$ cat src/rtl/trng_word_buffer.sv
// First-word-fall-through buffer for the TRNG word stream. The source cannot be
// stalled, so words arriving while full are dropped and counted.
module trng_word_buffer #(
   parameter int DEPTH = 16,
   parameter int CNT_W = 16
) (
   input  logic                     clk,
   input  logic                     rst,
   input  logic [31:0]              word_in,
   input  logic                     word_valid,
   input  logic                     clear,
   output logic [31:0]              rd_data,
   output logic                     rd_valid,
   input  logic                     rd_ready,
   output logic [$clog2(DEPTH):0]   level,
   output logic                     overflow,
   output logic [CNT_W-1:0]         drop_count,
   output logic                     repeat_err
);

   localparam int AW = $clog2(DEPTH);
   localparam int LW = AW + 1;

   logic [31:0]    mem_q [DEPTH];
   logic [AW-1:0]  wr_ptr_q, wr_ptr_d;
   logic [AW-1:0]  rd_ptr_q, rd_ptr_d;
   logic [LW-1:0]  level_q, level_d;
   logic           overflow_q, overflow_d;
   logic [CNT_W-1:0] drop_count_q, drop_count_d;
   logic           repeat_err_q, repeat_err_d;
   logic [31:0]    prev_q, prev_d;
   logic           prev_ok_q, prev_ok_d;

   logic           full;
   logic           pop;
   logic           push;
   logic           drop;

   // Handshake: a word leaves the buffer on any edge where rd_valid and
   // rd_ready are both high; rd_data holds steady while rd_ready is low.
   assign rd_valid   = (level_q != '0);
   assign rd_data    = mem_q[rd_ptr_q];
   assign level      = level_q;
   assign overflow   = overflow_q;
   assign drop_count = drop_count_q;
   assign repeat_err = repeat_err_q;

   assign full = (level_q == LW'(DEPTH));
   assign pop  = rd_valid & rd_ready & ~clear;
   assign push = word_valid & ~clear & (~full | pop);
   assign drop = word_valid & ~clear & full & ~pop;

   always_comb begin
      wr_ptr_d     = wr_ptr_q;
      rd_ptr_d     = rd_ptr_q;
      level_d      = level_q;
      overflow_d   = overflow_q;
      drop_count_d = drop_count_q;
      repeat_err_d = repeat_err_q;
      prev_d       = prev_q;
      prev_ok_d    = prev_ok_q;
      if (clear) begin
         wr_ptr_d     = '0;
         rd_ptr_d     = '0;
         level_d      = '0;
         overflow_d   = 1'b0;
         drop_count_d = '0;
         repeat_err_d = 1'b0;
         prev_ok_d    = 1'b0;
      end else begin
         if (pop)  rd_ptr_d = rd_ptr_q + AW'(1);
         if (push) wr_ptr_d = wr_ptr_q + AW'(1);
         if (push && !pop)      level_d = level_q + LW'(1);
         else if (pop && !push) level_d = level_q - LW'(1);
         if (drop) begin
            overflow_d = 1'b1;
            if (drop_count_q != '1) drop_count_d = drop_count_q + CNT_W'(1);
         end
         // Dropped words still feed the repeat check: it watches the source.
         if (word_valid) begin
            if (prev_ok_q && (word_in == prev_q)) repeat_err_d = 1'b1;
            prev_d    = word_in;
            prev_ok_d = 1'b1;
         end
      end
   end

   always_ff @(posedge clk or posedge rst) begin
      if (rst) begin
         wr_ptr_q     <= '0;
         rd_ptr_q     <= '0;
         level_q      <= '0;
         overflow_q   <= 1'b0;
         drop_count_q <= '0;
         repeat_err_q <= 1'b0;
         prev_q       <= '0;
         prev_ok_q    <= 1'b0;
      end else begin
         wr_ptr_q     <= wr_ptr_d;
         rd_ptr_q     <= rd_ptr_d;
         level_q      <= level_d;
         overflow_q   <= overflow_d;
         drop_count_q <= drop_count_d;
         repeat_err_q <= repeat_err_d;
         prev_q       <= prev_d;
         prev_ok_q    <= prev_ok_d;
      end
   end

   always_ff @(posedge clk or posedge rst) begin
      if (rst) begin
         for (int i = 0; i < DEPTH; i++) mem_q[i] <= '0;
      end else if (push) begin
         mem_q[wr_ptr_q] <= word_in;
      end
   end

endmodule

$ cat config.mk
export PLATFORM = sky130hd
export DESIGN_NAME = trng_word_buffer
export DESIGN_NICKNAME = d
export VERILOG_FILES = /design/src/rtl/trng_word_buffer.sv
export SDC_FILE = /design/constraint.sdc
export NUM_CORES = 1
export LEC_CHECK = 0
export ABC_AREA = 1
export CORE_UTILIZATION = 65
export CTS_BUF_LIST = sky130_fd_sc_hd__clkbuf_8
export CTS_CLUSTER_DIAMETER = 60
export DETAILED_ROUTE_END_ITERATION = 6
export PLACE_DENSITY_LB_ADDON = 0.25
export SLEW_MARGIN = 10
export SYNTH_ARGS = -nofsm -noshare
export SYNTH_HDL_FRONTEND = slang
export SYNTH_SLANG_ARGS = --single-unit
$ cat constraint.sdc
create_clock -name clk -period 44 [get_ports clk]
set_input_delay 8.8 -clock clk [delete_from_list [all_inputs] [get_ports clk]]
set_output_delay 8.8 -clock clk [all_outputs]
set_load 0.005 [all_outputs]
==> flow_metrics.py <==
metrics = {
    "clock_network": {
        "htree_levels": 3,
        "cts_tree": "yes",
        "clk-insertion-delay-late_ns": 0.69,
        "path_clk_slew_ns": 0.06,
        "post_cts_buffers": 0,
        "clockBufferDepth": 3,
        "cts_resized": 0,
        "cts_num_sinks": 576,
        "hold_buffers": 0,
        "cts_buffers": 92,
        "cts_root_buffer": "clkbuf_8",
    },
    "synthesis": {
        "synth_top_family_by_area": "simple AND/OR/NAND/NOR gates",
        "synth_commonest_cells": "1,421 x nand2_1, 576 x dfrtp_1, 536 x nand3_1",
        "synthTopCellsByArea": "dfrtp_1 50%, nand2_1 19%, nand3_1 9.3%",
        "synth_top_area_share_pct": 50.2,
        "synth-simple-area-share_pct": 33.4,
        "synth-adder-area-share_pct": 0.506,
        "syn_inst": 3831,
        "seq_area_frac_synth_pct": 50.2,
        "netlist_area_sq_um": 28700,
        "synth_cell_types": 32,
        "synth-compound-area-share_pct": 8.77,
        "synthArstFlopShare_pct": 100,
        "synth_ff_type": "dfrtp_1",
        "synth_seq_cells": 576,
        "muxShareOfSynthArea_pct": 0.0349,
        "synth_top_cell_by_area": "dfrtp_1",
        "syn_area_per_cell_sq_um": 7.49,
        "yosys.area_share.xor_xnor_pct": 0.854,
        "synth-edff-count": 0,
        "synth_warnings": 0,
        "synth_nets": 3879,
        "synth_most_common_cell": "nand2_1",
    },
    "die": {
        "fp-row-count": 76,
        "pin_count": 93,
        "die-width_microns": 212,
        "core_sq_um": 43300,
        "die_h_microns": 212,
        "start_util_pct": 66.3,
        "die-area_sq_um": 45000,
    },
    "timing": {
        "fin_worst_skew_ns": 0.0229,
        "maxSlewHeadroom_pct": 23.2,
        "hold_viol": 0,
        "tns_ns": 0,
        "setup_violations": 0,
        "fmax_mhz": 73.7,
        "worst_pin_slew_ns": 1.15,
        "min_period_over_period_pct": 30.8,
        "rsz0062_at_grt": "false",
        "drv_slew": 0,
        "min_period_ns": 13.57,
    },
    "setup_path": {
        "path_class": "register to primary output",
        "startpoint_type": "register",
        "r2r_start": "level[1]",
        "critPathRequiredTime_ns": 35.20,
        "rr_worst_depth": 10,
        "reg2reg_slack_ns": 40.24,
        "r2r_end": "mem_q[55]",
        "cp.arrival_ns": 4.77,
        "cp_max_fo": 99,
        "end_kind": "primary output",
    },
    "pwr": {
        "seq_power_share_pct": 41.5,
        "comb_power_share_pct": 28.6,
        "ir_drop_v": 0.0000488,
        "p_leak_nw": 16.5,
        "finalPower_mw": 1.59,
        "p_switching_uw": 566,
        "swShare_pct": 35.5,
        "internal-power_mw": 1.03,
        "power_frac_clock_pct": 29.9,
        "powerDensity_nw_per_um2": 51.1,
    },
    "min_path": {
        "holdPathStages": 2,
        "min_from": "mem_q[444]",
        "hold_class": "register to register",
        "hold_end": "mem_q[444]",
    },
    "job": {
        "maxCapViolations": 0,
    },
    "outcome": {
        "status": "complete, no violations",
    },
    "detailed_routing": {
        "vias": 27017,
        "drt_first_pass_iters": 6,
        "drt-total-wl_microns": 87000,
        "drt_iter0_markers": 3707,
        "avgRoutedWirePerCell_microns": 19.9,
        "drtAntennaViolNets": 0,
        "via_per_inst": 6.17,
        "drcViolationCount": 0,
    },
    "grt": {
        "antenna_found_initial": 0,
        "track_usage_pct": 39.6,
        "gr-max-usage-layer": "met2",
        "gr-usage-met1_pct": 51.0,
        "grt_overflow": 0,
        "grt_util_met2_pct": 62.9,
        "grt_start_max_net_pins": 223,
        "grt_pass1_vias": 26102,
        "gr-usage-met3_pct": 7.73,
        "grt_pass1_wl_microns": 139000,
    },
    "placement": {
        "numPortBuffers": 92,
        "place_congestion": 0.879,
        "hpwlAfterDp_microns": 48900,
    },
    "finish": {
        "area_growth_pct": 8.64,
        "drive_above_1_share_pct": 6.11,
        "layout.nets": 3772,
    },
}
## layer usage
metal | vias to the layer above | share of wire (%) | wire length [microns]
li1 | 12143 | - | -
met1 | 12870 | 38 | 32700
met2 | 1674 | 47 | 40600
met3 | 330 | 10 | 9070
met4 | 0 | 5.2 | 4550
met5 | - | 0 | 0
## state kept, by name, indices dropped and copies added, names as in the netlist
name	cells
prev_ok_q	1
drop_count	16
mem_q	512
wr_ptr_q	4
repeat_err	1
rd_ptr_q	4
level	5
prev_q	32
overflow	1
## layout by cell type, fill, tap and decap left out, drive strengths merged
cell type      instances
clkinv                10
o21ai                299
clkbuf               123
diode                  1
nor3b                  1
a21oi                 67
inv                  100
clkdlybuf4s50         92
clkinvlp               4
nand2               1438
xor2                  15
o21bai                 1
nor2                 348
nand4                  7
o31ai                 31
ha                    10
nor3                   8
mux2i                  1
dfrtp                576
bufinv                 2
o22ai                 70
nand3                536
fa                     1
xnor2                 13
buf                   42
## worst max-delay path, cell delays in order, from the launching register on
cell,delay (ns)
dfrtp_4,0.72
buf_4,0.69
buf_4,0.95
o21ai_0,0.23
nor2_1,0.19
o21ai_0,0.10
nand2_1,0.17
nand2_1,0.06
o21ai_1,0.26
clkdlybuf4s50_1,0.60
## cell type report
class,instances,area (sq um)
fillers,3399,12100
diodes,1,2.50
flip-flops and latches,576,14400
clock inverters,42,241
repair buffers,134,1250
multi-input cells,2846,12500
clock buffers,123,1690
inverters,74,309
well taps,585,732
## worst max path at each step
stage / slack, ns / startpoint / endpoint
2_1_floorplan: 19.09 / rst / drop_count[0]
3_3_place_gp: 30.54 / clear / mem_q[26]
3_5_place_dp: 30.32 / clear / mem_q[28]
4_1_cts: 30.62 / rd_ptr_q[1] / rd_data[31]
5_1_grt: 30.42 / rd_ptr_q[1] / rd_data[3]
6_report: 30.43 / rd_ptr_q[1] / rd_data[31]
## cell families after synthesis
kind of cell / Yosys count
adders and majority gates: 11
DFF: 576
xor gates and xnor gates: 28
muxes: 1
AOI/OAI and AO/OA: 468
and+or+nand+nor: 2338
buffers and inverters: 409
## power by group through the flow
stage / registers [mW] / logic, mW / clock network, mW
after floorplan: 0.648 / 0.291 / 0
after global placement: 0.662 / 0.433 / 0
after detailed placement: 0.667 / 0.443 / 0
after CTS: 0.658 / 0.446 / 0.480
after global routing: 0.668 / 0.498 / 0.501
final: 0.660 / 0.456 / 0.476
## stage by stage
| step | utilization [%] | hold slack [ns] | instance area (sq um) | setup slack, ns | cells |
|---|---|---|---|---|---|
| after global routing | 72.1 | 0.484 | 31200 | 30.42 | 4380 |
| after CTS | 72.1 | 0.467 | 31200 | 30.62 | 4380 |
| after floorplan | - | 0.437 | 28700 | 19.09 | 3831 |
| final | 72.1 | 0.466 | 31200 | 30.43 | 4381 |
| after detailed placement | 67.6 | 0.453 | 29200 | 30.32 | 4215 |
| after global placement | 67.6 | 0.447 | 29200 | 30.54 | 4215 |
Power figures use the tool's default switching activity.
